[src/rtl/box_overlay.sv]
// Overlays a solid-colour bounding-box border on an RGB888 LCD stream.
// The box is frozen once per frame at the falling edge of lcd_vs; outputs lag inputs by 2 clocks.
module box_overlay #(
   parameter int          H_ACTIVE  = 640,
   parameter int          V_ACTIVE  = 480,
   parameter int          LINE_W    = 2,
   parameter logic [23:0] BOX_COLOR = 24'hFF0000
) (
   input  logic        clk,
   input  logic        rst_n,
   input  logic        lcd_vs,
   input  logic        lcd_hs,
   input  logic        lcd_de,
   input  logic [23:0] lcd_data,
   input  logic        draw_en,
   input  logic [11:0] hcount_l,
   input  logic [11:0] hcount_r,
   input  logic [11:0] vcount_l,
   input  logic [11:0] vcount_r,
   output logic        out_vs,
   output logic        out_hs,
   output logic        out_de,
   output logic [23:0] out_data,
   output logic        box_valid
);

   localparam logic [11:0] H_LIM = 12'(H_ACTIVE);
   localparam logic [11:0] V_LIM = 12'(V_ACTIVE);
   localparam logic [11:0] LW2   = 12'(2 * LINE_W);
   localparam logic [12:0] LW13  = 13'(LINE_W);

   // The tracker produces left/top = -5 near the frame origin; treat the wrap as zero.
   function automatic logic [11:0] clamp_low(input logic [11:0] v);
      return (v >= 12'hF00) ? 12'd0 : v;
   endfunction

   function automatic logic [11:0] clamp_high(input logic [11:0] v, input logic [11:0] lim);
      return (v >= lim) ? (lim - 12'd1) : v;
   endfunction

   logic        vs_d0, vs_d1, de_d;
   logic        frame_start;
   logic [11:0] x_cnt, y_cnt;
   logic [11:0] sh_l, sh_r, sh_t, sh_b;
   logic [11:0] cl_l, cl_r, cl_t, cl_b;
   logic        nxt_valid;

   logic        vs_p1, hs_p1, vld_p1, act_p1;
   logic        in_x_p1, in_y_p1, edge_x_p1, edge_y_p1;
   logic [23:0] data_p1;
   logic        border_p1;

   assign frame_start = vs_d1 & ~vs_d0;

   always_comb begin
      cl_l      = clamp_low(hcount_l);
      cl_t      = clamp_low(vcount_l);
      cl_r      = clamp_high(hcount_r, H_LIM);
      cl_b      = clamp_high(vcount_r, V_LIM);
      nxt_valid = 1'b0;
      if (draw_en && (cl_r >= cl_l) && (cl_b >= cl_t))
         nxt_valid = ((cl_r - cl_l) >= LW2) && ((cl_b - cl_t) >= LW2);
   end

   // Frame-start detection, shadow box and pixel position counters
   always_ff @(posedge clk or negedge rst_n) begin
      if (!rst_n) begin
         vs_d0     <= 1'b0;
         vs_d1     <= 1'b0;
         de_d      <= 1'b0;
         x_cnt     <= 12'd0;
         y_cnt     <= 12'd0;
         sh_l      <= 12'd0;
         sh_r      <= 12'd0;
         sh_t      <= 12'd0;
         sh_b      <= 12'd0;
         box_valid <= 1'b0;
      end else begin
         vs_d0 <= lcd_vs;
         vs_d1 <= vs_d0;
         de_d  <= lcd_de;
         x_cnt <= lcd_de ? (x_cnt + 12'd1) : 12'd0;
         if (frame_start) begin
            y_cnt     <= 12'd0;
            sh_l      <= cl_l;
            sh_r      <= cl_r;
            sh_t      <= cl_t;
            sh_b      <= cl_b;
            box_valid <= nxt_valid;
         end else if (de_d && !lcd_de && (y_cnt != 12'hFFF)) begin
            y_cnt <= y_cnt + 12'd1;
         end
      end
   end

   // Stage 1: geometry compares, pixel and syncs
   always_ff @(posedge clk or negedge rst_n) begin
      if (!rst_n) begin
         vs_p1     <= 1'b0;
         hs_p1     <= 1'b0;
         vld_p1    <= 1'b0;
         act_p1    <= 1'b0;
         in_x_p1   <= 1'b0;
         in_y_p1   <= 1'b0;
         edge_x_p1 <= 1'b0;
         edge_y_p1 <= 1'b0;
         data_p1   <= 24'h0;
      end else begin
         vs_p1     <= lcd_vs;
         hs_p1     <= lcd_hs;
         vld_p1    <= lcd_de;
         act_p1    <= box_valid & lcd_de;
         in_x_p1   <= (x_cnt >= sh_l) && (x_cnt <= sh_r);
         in_y_p1   <= (y_cnt >= sh_t) && (y_cnt <= sh_b);
         edge_x_p1 <= ({1'b0, x_cnt} < ({1'b0, sh_l} + LW13)) ||
                      (({1'b0, x_cnt} + LW13) > {1'b0, sh_r});
         edge_y_p1 <= ({1'b0, y_cnt} < ({1'b0, sh_t} + LW13)) ||
                      (({1'b0, y_cnt} + LW13) > {1'b0, sh_b});
         data_p1   <= lcd_data;
      end
   end

   assign border_p1 = act_p1 & in_x_p1 & in_y_p1 & (edge_x_p1 | edge_y_p1);

   // Stage 2: colour mux and blanking
   always_ff @(posedge clk or negedge rst_n) begin
      if (!rst_n) begin
         out_vs   <= 1'b0;
         out_hs   <= 1'b0;
         out_de   <= 1'b0;
         out_data <= 24'h0;
      end else begin
         out_vs   <= vs_p1;
         out_hs   <= hs_p1;
         out_de   <= vld_p1;
         out_data <= vld_p1 ? (border_p1 ? BOX_COLOR : data_p1) : 24'h0;
      end
   end

endmodule

[config.mk]
export PLATFORM = sky130hd
export DESIGN_NAME = box_overlay
export DESIGN_NICKNAME = d
export VERILOG_FILES = /design/src/rtl/box_overlay.sv
export SDC_FILE = /design/constraint.sdc
export NUM_CORES = 1
export LEC_CHECK = 0
export BUFFER_PORTS_ARGS = -buffer_cell sky130_fd_sc_hd__buf_2
export CAP_MARGIN = 10
export CELL_PAD_IN_SITES_DETAIL_PLACEMENT = 0
export CELL_PAD_IN_SITES_GLOBAL_PLACEMENT = 1
export CORE_MARGIN = 8
export CORE_UTILIZATION = 47
export CTS_BUF_LIST = sky130_fd_sc_hd__clkbuf_4 sky130_fd_sc_hd__clkbuf_8
export DETAILED_ROUTE_END_ITERATION = 10
export GPL_TIMING_DRIVEN = 0
export PLACE_DENSITY_LB_ADDON = 0.1
export RECOVER_POWER = 100
export SYNTH_ARGS = -nofsm -noshare
export SYNTH_HDL_FRONTEND = slang
export SYNTH_SLANG_ARGS = --single-unit
export TNS_END_PERCENT = 5
[constraint.sdc]
create_clock -name clk -period 3.69 [get_ports clk]
set_input_delay 0.738 -clock clk [delete_from_list [all_inputs] [get_ports clk]]
set_output_delay 0.738 -clock clk [all_outputs]
set_load 0.03 [all_outputs]
==> impl_metrics.toml <==
[place]
routabilityCongestion = 0.871
portBuffers = 105
place_area_um2 = 9380
post-place-cells = 1226
dpl.hpwl_mm = 16.1

[floorplanning]
start_util_pct = 47.6
io_pins = 106
die_x_um = 151
die_area_um2 = 22700
rows = 49
die_h_um = 151
core_um2 = 17900

[layout]
final_common_cell = "dfrtp_1"
n_antenna_cell = 0
layout_common_cells = "132 x dfrtp_1, 122 x ha_1, 88 x nand2_1"
drive_gt1_share_pct = 12.9
fin_cells = 1257
post-route-util_pct = 54.6
nNetsFinal = 1216
fin_area_um2 = 9770
fill_cells = 1704
area_growth_pct = 14.7

[power]
power.leakage_nw = 4.90
cellPowerDensity_nw_per_um2 = 383
peakVddDrop_mv = 0.242
total_power_mw = 3.74

[logic_synthesis]
synth-compound-area-share_pct = 14.5
synth.distinct_cells = 58
synthCells = 887
avgSynthCellArea_um2 = 9.60
yosys.area_share.adder_pct = 17.9
synthSimpleGateAreaFrac_pct = 17.5
synth_top_family_by_area = "adder cells"
synthArstFlopShare_pct = 100
yosys_most_used_dff = "dfrtp_1"
yosysTopAreaCell = "dfrtp_1"
yosys_warnings = 0
synth_edf_count = 0
synth_seq_cells = 132
ys_seq_area_share_pct = 38.8
synth.area.top_cells = "dfrtp_1 39%, ha_1 18%, xnor2_1 4.4%, o21ai_0 4.1%, nand2_1 3.9%"
yosys.area.top_type_share_pct = 38.8
synth_xor_area_share_pct = 7.21
synth_area_um2 = 8520
synthMuxAreaShare_pct = 0.499

[worst_hold_path]
hold_path_class = "flip-flop to flip-flop"
hold_start = "hs_p1"

[setup_path]
crit_fanout = 5
crit_type = "primary input to flip-flop"
cp-end-kind = "flip-flop"
crit_start = "hcount_r[8]"
r2r_start = "x_cnt[2]"
crit_path_top_delay_cell = "or3_2"
cp_cell_sequence = "buf_2 > o21a_1 > or3_2 > or2_2 > ha_1 > and2_1 > o21ai_1 > and3b_2 > o41ai_2 > or3_1 > a21o_1 > o41ai_2 > a31oi_1"
cp_data_arrival_time_ns = 3.91
critical_path.max_stage_delay_ns = 0.49
crit_required_ns = 3.99
critPathMostFrequentCell = "o41ai_2"
start_kind = "primary input"

[grt]
grt_usage_pct = 18.5
grt_pass1_wl_mm = 33.5
grt_pass1_vias = 6705
antenna_found_initial = 0
grt.overflow.total = 0
grt_max_degree = 80

[sta]
tightest_slew_ns = 1.92
fmax_mhz = 277
rsz0062_at_grt = "no"
maxSlewViolCount = 80
finalHoldViolations = 0
fin_setup_tns_ns = 0
fin_crit_sh_pct = 97.8
skew_ns = 0.0165
slew_headroom_pct = -27.8
setup_violations = 0
min_period_ns = 3.61

[clock_network]
cts-root-buf = "clkbuf_8"
cts_setup_buffers = 0
numCtsBuffers = 17
cts.path.max_buffers = 2
clk_latency_ns = 0.43
cts_sinks = 132
cts_tree = "yes"
clkTransAtPathRegs_ns = 0.08
cts_max_level = 4

[detailed_routing]
vias_per_cell = 5.25
first_pass_iters = 4
drtIter0Drc = 325
dr_total_vias = 6595
ant_nets = 0
drc = 0
drt_wl_total_mm = 20.1
avgRoutedWirePerCell_um = 16.0

[job]
maxCapViolCount = 1

[status]
violations = "capacitance limit, slew limit"
status = "finished with violations"
[cells by family (layout without fill, tap and decap cells)]
| kind of cell | after synthesis | in the layout |
|---|---|---|
| compound gates | 192 | 192 |
| flops | 132 | 132 |
| buf+inv | 80 | 217 |
| simple gates | 288 | 288 |
| fa+ha+maj | 122 | 122 |
| mux | 4 | 4 |
| xor+xnor | 68 | 68 |
| other cells | 1 | 5 |
[area by class of cell]
type / count / area [um^2] / share of cell area [%]
multi-input cells: 679 / 4950 / 50.7
well taps: 229 / 287 / 2.93
flip-flops and latches: 132 / 3300 / 33.8
inverters: 59 / 221 / 2.27
plain buffers: 21 / 78.8 / 0.807
clock inverters: 14 / 203 / 2.08
repair buffers: 106 / 493 / 5.05
clock buffers: 17 / 234 / 2.40
[power breakdown]
| part | internal (mW) | total [mW] | leakage, nW | switching (mW) |
|---|---|---|---|---|
| sequential | 1.54 | 1.63 | 1.65 | 0.0817 |
| clock | 0.743 | 1.35 | 0.211 | 0.606 |
| combinational | 0.330 | 0.767 | 3.03 | 0.438 |
[path summary, 6_finish.rpt]
check | endpoint | slack (ns) | depth (start not counted)
max in group asynchronous | sh_l[11] | 0.68 | 2
worst max register to register | edge_x_p1 | 0.57 | 11
worst min-delay path | out_hs | 0.35 | 0
worst min register to register | out_hs | 0.35 | 0
min in group asynchronous | sh_b[7] | 0.84 | 1
worst max-delay path | box_valid | 0.08 | 13
[state kept, by name (all words and copies together), names as in the netlist]
register and cells:
vs_p1 1, sh_r 12, y_cnt 12, sh_t 12, hs_p1 1, act_p1 1, in_x_p1 1, out_hs 1
out_de 1, data_p1 24, sh_l 12, sh_b 12, edge_y_p1 1, box_valid 1, x_cnt 12, in_y_p1 1
edge_x_p1 1, vld_p1 1, out_vs 1, out_data 24
[synth_stat cells (all sizes together), types with 5 or more instances]
cell type  number
xnor2          44
clkbuf         18
nand4          24
a21o           30
nor2           31
and2           37
nor3           12
o21bai          7
o21ai          69
or3             9
and3            6
a21oi          30
dfrtp         132
nand3          28
inv            59
or2            12
a31oi           6
o21a           14
nor4            6
nand2b         12
ha            122
nor2b          10
a211o           5
nand2          88
xor2           24
[through the flow]
step | setup slack (ns) | hold WS (ns)
global placement | -0.531 | 0.337
CTS | 0.0280 | 0.343
floorplan | 0.0769 | 0.331
finish | 0.0797 | 0.352
global route | 0.00471 | 0.371
detailed placement | -0.556 | 0.348
[metal layers]
layer,part of all wire [%],global-route usage (%),wire (um)
met1,52,27.0,10400
met5,0,0,0
met4,0.98,5.00,197
met3,5.3,3.25,1070
met2,42,27.7,8460
[repair_timing]
item                       CTS  global route
setup endpoints to repair    1             1
hold endpoints to repair     0             0
hold buffers                 0             0
gates resized for setup      2             4
pin swaps                    0             0
[worst max-delay path, delay by kind of cell]
family                   cells  cell delay, ns
AO/OA/AOI/OAI                6            1.15
adder cells (fa/ha/maj)      1            0.33
buffers and inverters        1            0.11
AND/OR/NAND/NOR              5            1.60
No activity file was read; power rests on OpenSTA's default activity.
